==> config.mk <==
export PLATFORM = sky130hd
export DESIGN_NAME = pad_in_filter
export DESIGN_NICKNAME = d
export VERILOG_FILES = /design/src/rtl/pad_in_filter.sv
export SDC_FILE = /design/constraint.sdc
export NUM_CORES = 2
export LEC_CHECK = 0
export ABC_AREA = 1
export BUFFER_PORTS_ARGS = -buffer_cell sky130_fd_sc_hd__buf_4
export CELL_PAD_IN_SITES_DETAIL_PLACEMENT = 0
export CELL_PAD_IN_SITES_GLOBAL_PLACEMENT = 1
export CORE_MARGIN = 5
export CORE_UTILIZATION = 45
export DETAILED_ROUTE_END_ITERATION = 10
export GPL_TIMING_DRIVEN = 0
export PLACE_DENSITY = 0.85
export SETUP_SLACK_MARGIN = 0.15
export SYNTH_ARGS = -nofsm -noshare
export SYNTH_HDL_FRONTEND = slang
export SYNTH_SLANG_ARGS = --single-unit
==> constraint.sdc <==
create_clock -name clk_i -period 6.8 [get_ports clk_i]
set_input_delay 0.68 -clock clk_i [delete_from_list [all_inputs] [get_ports clk_i]]
set_output_delay 0.68 -clock clk_i [all_outputs]
set_load 0.01 [all_outputs]
==> src/rtl/pad_in_filter.sv <==
// Pad input conditioning: 2-flop synchronizer, per-pad debounce filter, edge pulses.
// Optional sticky edge status and interrupt enabled by macro PAD_IN_FILTER_STATUS_EN.
module pad_in_filter #(
  parameter int unsigned NPads = 64,
  parameter int unsigned CntW  = 8
) (
  input  logic             clk_i,
  input  logic             rst_ni,
  input  logic [NPads-1:0] pad_in_i,
  input  logic [NPads-1:0] filter_en_i,
  input  logic [CntW-1:0]  filter_thresh_i,
  input  logic [NPads-1:0] rise_en_i,
  input  logic [NPads-1:0] fall_en_i,
  input  logic [NPads-1:0] clr_rise_i,
  input  logic [NPads-1:0] clr_fall_i,
  output logic [NPads-1:0] filt_o,
  output logic [NPads-1:0] rise_o,
  output logic [NPads-1:0] fall_o,
  output logic [NPads-1:0] status_rise_o,
  output logic [NPads-1:0] status_fall_o,
  output logic             irq_o
);

  logic [NPads-1:0] s1_q;
  logic [NPads-1:0] s2_q;
  logic [NPads-1:0] filt_q;
  logic [NPads-1:0] filt_d;
  logic [NPads-1:0] filt_dly_q;
  logic [CntW-1:0]  cnt_q [NPads];
  logic [CntW-1:0]  cnt_d [NPads];

  // Synchronizer, filter state and one-cycle delayed filter value
  always_ff @(posedge clk_i) begin
    if (!rst_ni) begin
      s1_q       <= '0;
      s2_q       <= '0;
      filt_q     <= '0;
      filt_dly_q <= '0;
      for (int i = 0; i < int'(NPads); i++) begin
        cnt_q[i] <= '0;
      end
    end else begin
      s1_q       <= pad_in_i;
      s2_q       <= s1_q;
      filt_q     <= filt_d;
      filt_dly_q <= filt_q;
      for (int i = 0; i < int'(NPads); i++) begin
        cnt_q[i] <= cnt_d[i];
      end
    end
  end

  // Debounce: commit once the synchronized value has differed for thresh+1 cycles.
  // The >= compare bounds cnt by the threshold, so it cannot wrap.
  always_comb begin
    filt_d = filt_q;
    for (int i = 0; i < int'(NPads); i++) begin
      cnt_d[i] = '0;
      if (!filter_en_i[i]) begin
        filt_d[i] = s2_q[i];
      end else if (s2_q[i] != filt_q[i]) begin
        if (cnt_q[i] >= filter_thresh_i) begin
          filt_d[i] = s2_q[i];
        end else begin
          cnt_d[i] = cnt_q[i] + CntW'(1);
        end
      end
    end
  end

  assign filt_o = filt_q;
  assign rise_o = filt_q & ~filt_dly_q;
  assign fall_o = ~filt_q & filt_dly_q;

`ifdef PAD_IN_FILTER_STATUS_EN
  logic [NPads-1:0] st_rise_q;
  logic [NPads-1:0] st_fall_q;

  // Sticky status; a new edge in the same cycle as a clear keeps the bit set
  always_ff @(posedge clk_i) begin
    if (!rst_ni) begin
      st_rise_q <= '0;
      st_fall_q <= '0;
    end else begin
      st_rise_q <= (st_rise_q & ~clr_rise_i) | (rise_o & rise_en_i);
      st_fall_q <= (st_fall_q & ~clr_fall_i) | (fall_o & fall_en_i);
    end
  end

  assign status_rise_o = st_rise_q;
  assign status_fall_o = st_fall_q;
  assign irq_o         = |{st_rise_q, st_fall_q};
`else
  logic unused_status_inputs;

  assign unused_status_inputs = ^{rise_en_i, fall_en_i, clr_rise_i, clr_fall_i};
  assign status_rise_o        = '0;
  assign status_fall_o        = '0;
  assign irq_o                = 1'b0;
`endif

endmodule

Word level (Yosys, flattened, before mapping)
Memory sizes are Yosys's and may differ from the RTL's.
Cells that the tools add are included.
{"block": "classes", "order_cmp": 64, "mux": 450, "n_reduce_logical": 64, "n_bitwise": 68, "n_eq_ne": 192, "addsub": 64}
{"operator": "2-to-1 mux 8 bit", "n": 256}
{"operator": "adder 8 x 1 -> 8 bit, second input constant", "n": 64}
{"operator": "greater-or-equal comparator 8 bit", "n": 64}
{"operator": "inequality test 2 x 1 -> 1 bit, second input constant", "n": 128}
{"operator": "2-to-1 mux 1 bit", "n": 194}
{"operator": "AND 64 bit", "n": 2}
{"operator": "NOT 64 bit", "n": 2}
{"operator": "AND reduction 2 bit", "n": 64}
{"operator": "inequality test 1 bit", "n": 64}
{"operator": "OR 1 bit", "n": 64}
{"block": "totals", "ff_bits": 256, "elab_cells": 970, "in_bits": 394, "mem_count": 1, "ram_bits": 512, "out_inout_bits": 321}
{"name": "cnt_q", "words": 64, "width": 8, "read_ports": 64, "rd_clocked_by_memory_dff": 0, "wr": 64, "line_no": "29", "text": "logic [CntW-1:0] cnt_q [NPads];"}

Logic depth before layout (Yosys ltp)
An unclocked memory read counts as a cell.
{"block": "depth", "ltp_word": 6, "mapped_depth": 11, "depth_no_buf": 11}

Worst setup path after synthesis
Ideal clock, no wire load.
{"block": "synth_path", "path_type": "input to register", "start": "in filter_thresh_i[7]", "end": "mem cnt_q[28][2] (netlist: cnt_q[0][226])", "required_time_ns": 6.720, "path_slack_ns": 3.751, "setup_time_ns": 0.080, "path_buffers": 0, "path_stages": 9, "t_arrival_ns": 2.969, "path_cell_list": "inv_1 -> ha_1 -> nand2_1 -> inv_1 -> nand2_1 -> nand3_1 -> nor2_1 -> nand3_1 -> nor3_1"}
{"item": "start: declaration", "line_no": "11", "text": "input logic [CntW-1:0] filter_thresh_i,"}
{"item": "end: declaration", "line_no": "29"}

==> run summary <==
Critical path's slowest cell: inv_4
Outcome: complete, no violations
CP max FO: 37
Cells after synthesis: 5779
Die H: 318.2 µm
Root buffer cell: clkbuf_16
Clk buf depth: 3
Fin crit share: 36.68%
End of the worst hold path: s1_q[27]
Vias: 35240
1st-iter DRT viols: 1504
Final Critical Period: 2494 ps
Post-DP HPWL: 75.13 mm
Commonest non-fill, non-tap cell in the layout: nand2_1
Layout area overhead: 17.59%
First-pass GRT wire length: 169.4 mm
Fill cells: 9115
Vias in the first global route: 33140
FF-to-FF End: cnt_q[0][242]
H-tree Lvls: 3
Max-Cap Viols: 0
# clock sinks: 768
Vias per cell: 4.601
ANT nets after route: 0
Cts hold-fix bufs: 0
Unrepaired setup endpoints after global routing: false
Core ar.: 0.09459 mm²
Actual slew at the worst max-slew pin: 1302 ps
Grt ovf: 0
Initial antenna violation count: 5
Worst Path Required: 7340 ps
Post-synthesis cell area: 0.04274 mm²
Pwr Density: 204.6 mW/mm²
Crit. End Element: flip-flop
Final setup viols: 0
Finished Cell Area: 0.05026 mm²
WHS Path Cells: 3
Post-synth top area share: 35.97%
Register area: 0.01537 mm²
#FFs+latches synth: 768
Worst Skew: 25.96 ps
Cts bufs inserted: 87
Port bufs: 328
I/O Pins: 715
Post-cts sizing count: 0
Footprint of the multi-input gates: 0.02320 mm²
Reg clk slew, reported paths: 60 ps
Placer congestion estimate: 0.7703
Slew Limit Fails: 0
Post-CTS Setup Inserts: 0
DRC violations left: 0
Worst hold start: pad_in_i[27]
Peak supply drop: 0.1747 mV
GRT Overall Usage: 20.26%
Worst skew pair latency: 640 ps
Max_slew headroom: 13.22%
Final Power: 10.29 mW
Critical Path AT: 3030 ps
Largest net degree at the start of global routing: 65
CTS tree: yes
Per-cell routed wire length: 13.62 µm
Most frequent cells in the layout: 1166 x nand2_1, 1048 x nor2_1, 908 x inv_1
Net count, final: 7301
R2R Path Start: cnt_q[0][246]
Initial Utilization: 45.19%
Yosys cell types: 25
Hold Crit Class: in2reg
Worst-path cell chain: buf_4 > inv_4 > buf_16 > ha_1 > nand2_1 > inv_1 > nand2_1 > nand3_1 > nor2_1 > nand3_1 > nor3_1
Startpoint types: input pin
Slowest stage delay, CP: 580 ps
Max Fclk: 400.9 MHz
Final wirelength: 104.3 mm
Die X-Extent: 318.2 µm
Reg2reg setup slack: 5120 ps
Yosys warns: 0
Largest cells by area after synthesis: dfxtp_1 36%, ha_1 17%, nand2_1 10%
TNS Setup: 0 ps
Drt pass-1 iters: 7
Placed inst area: 0.04748 mm²
Die area: 0.1012 mm²
Layout cells sized above 1: 11.23%
Syn avg cell area: 7.396 µm²
Fin. Hold Viols: 0
Cell taking the most area after synthesis: dfxtp_1
Reg2Reg Depth: 8
Leak: 25.01 nW
Seq/Total Area, Yosys: 35.97%
Cell Rows: 113
Setup Crit Path Kind: in2reg
routing by layer:
| metal | GRT usage, % | vias up | part of all wire [%] |
|---|---|---|---|
| met2 | 33.42 | 570 | 44 |
| li1 | - | 18830 | - |
| met1 | 27.22 | 15700 | 48 |
| met4 | 5.315 | 2 | 2.2 |
| met3 | 4.131 | 134 | 5.4 |
| met5 | 0 | - | 0.012 |
worst max path at each step:
stage | slack, ps | end | start
CTS | 4300 | cnt_q[1][26] | filter_thresh_i[7]
floorplan | 3750 | cnt_q[0][226] | filter_thresh_i[7]
finish | 4310 | cnt_q[0][242] | filter_thresh_i[7]
detailed placement | 3610 | cnt_q[1][26] | filter_thresh_i[7]
global placement | 1030 | cnt_q[0][242] | filter_thresh_i[7]
global route | 4130 | cnt_q[0][242] | filter_thresh_i[7]
final cells by class:
class / count / area share, %
repair buffers: 335 / 5.283
inverters: 915 / 6.868
diodes: 1 / 0.004979
clock inverters: 20 / 0.4481
flip-flops and latches: 768 / 30.59
clock buffers: 131 / 5.081
multi-input cells: 4060 / 46.17
plain buffers: 164 / 2.410
well taps: 1265 / 3.149
synthesized netlist by cell type:
cell and instances:
o21ai_0 51, buf_6 2, nor3_1 23, a21o_1 2, a21oi_2 8, o21bai_1 12, or2_2 48, xnor2_1 133
ha_1 576, buf_4 151, nand3_2 20, xor2_1 175, inv_1 915, nand3_1 390, nor3b_1 2, o21a_1 1
conb_1 1, nand2_1 1166, nand3b_1 12, nand4_1 31, o21ai_2 9, a21oi_1 224, dfxtp_1 768, buf_2 11
nor2_1 1048
worst max-delay path: cells and delay by family:
kind / cells / cell delay [ps]
buffers and inverters: 4 / 1040
AND/OR/NAND/NOR: 6 / 930
adder cells (fa/ha/maj): 1 / 300
cell families (layout without fill, tap and decap cells):
logic type	Yosys count	after routing	share of synthesized area, %
and+or+nand+nor	2740	2740	26.15
other	1	130	0.008773
DFF	768	768	35.97
xor gates and xnor gates	308	308	6.311
adders and majority gates	576	576	16.86
AOI/OAI and AO/OA	307	307	3.832
buffers and inverters	1079	1565	10.87
power by group:
part	leakage, nW	internal (mW)	switching [mW]
sequential	6.24	4.59	0.0803
combinational	17.4	0.400	0.604
clock	1.37	2.73	1.88
total	25.0	7.72	2.56
state kept, by name, summed over array words and instances, names as in the netlist:
signal and count:
s1_q 64, filt_dly_q 64, cnt_q 512, filt_o 64, s2_q 64
metrics by stage:
stage	util (%)	hold WS [ps]	std cells	setup slack (ps)
after floorplan	-	390.5	5907	3751
final	53.14	220.6	7659	4306
after global routing	53.13	189.1	7658	4126
after detailed placement	50.20	394.7	7507	3612
after CTS	53.13	162.4	7658	4298
after global placement	49.97	395.1	7500	1026
No activity file was read; power rests on OpenSTA's default activity.
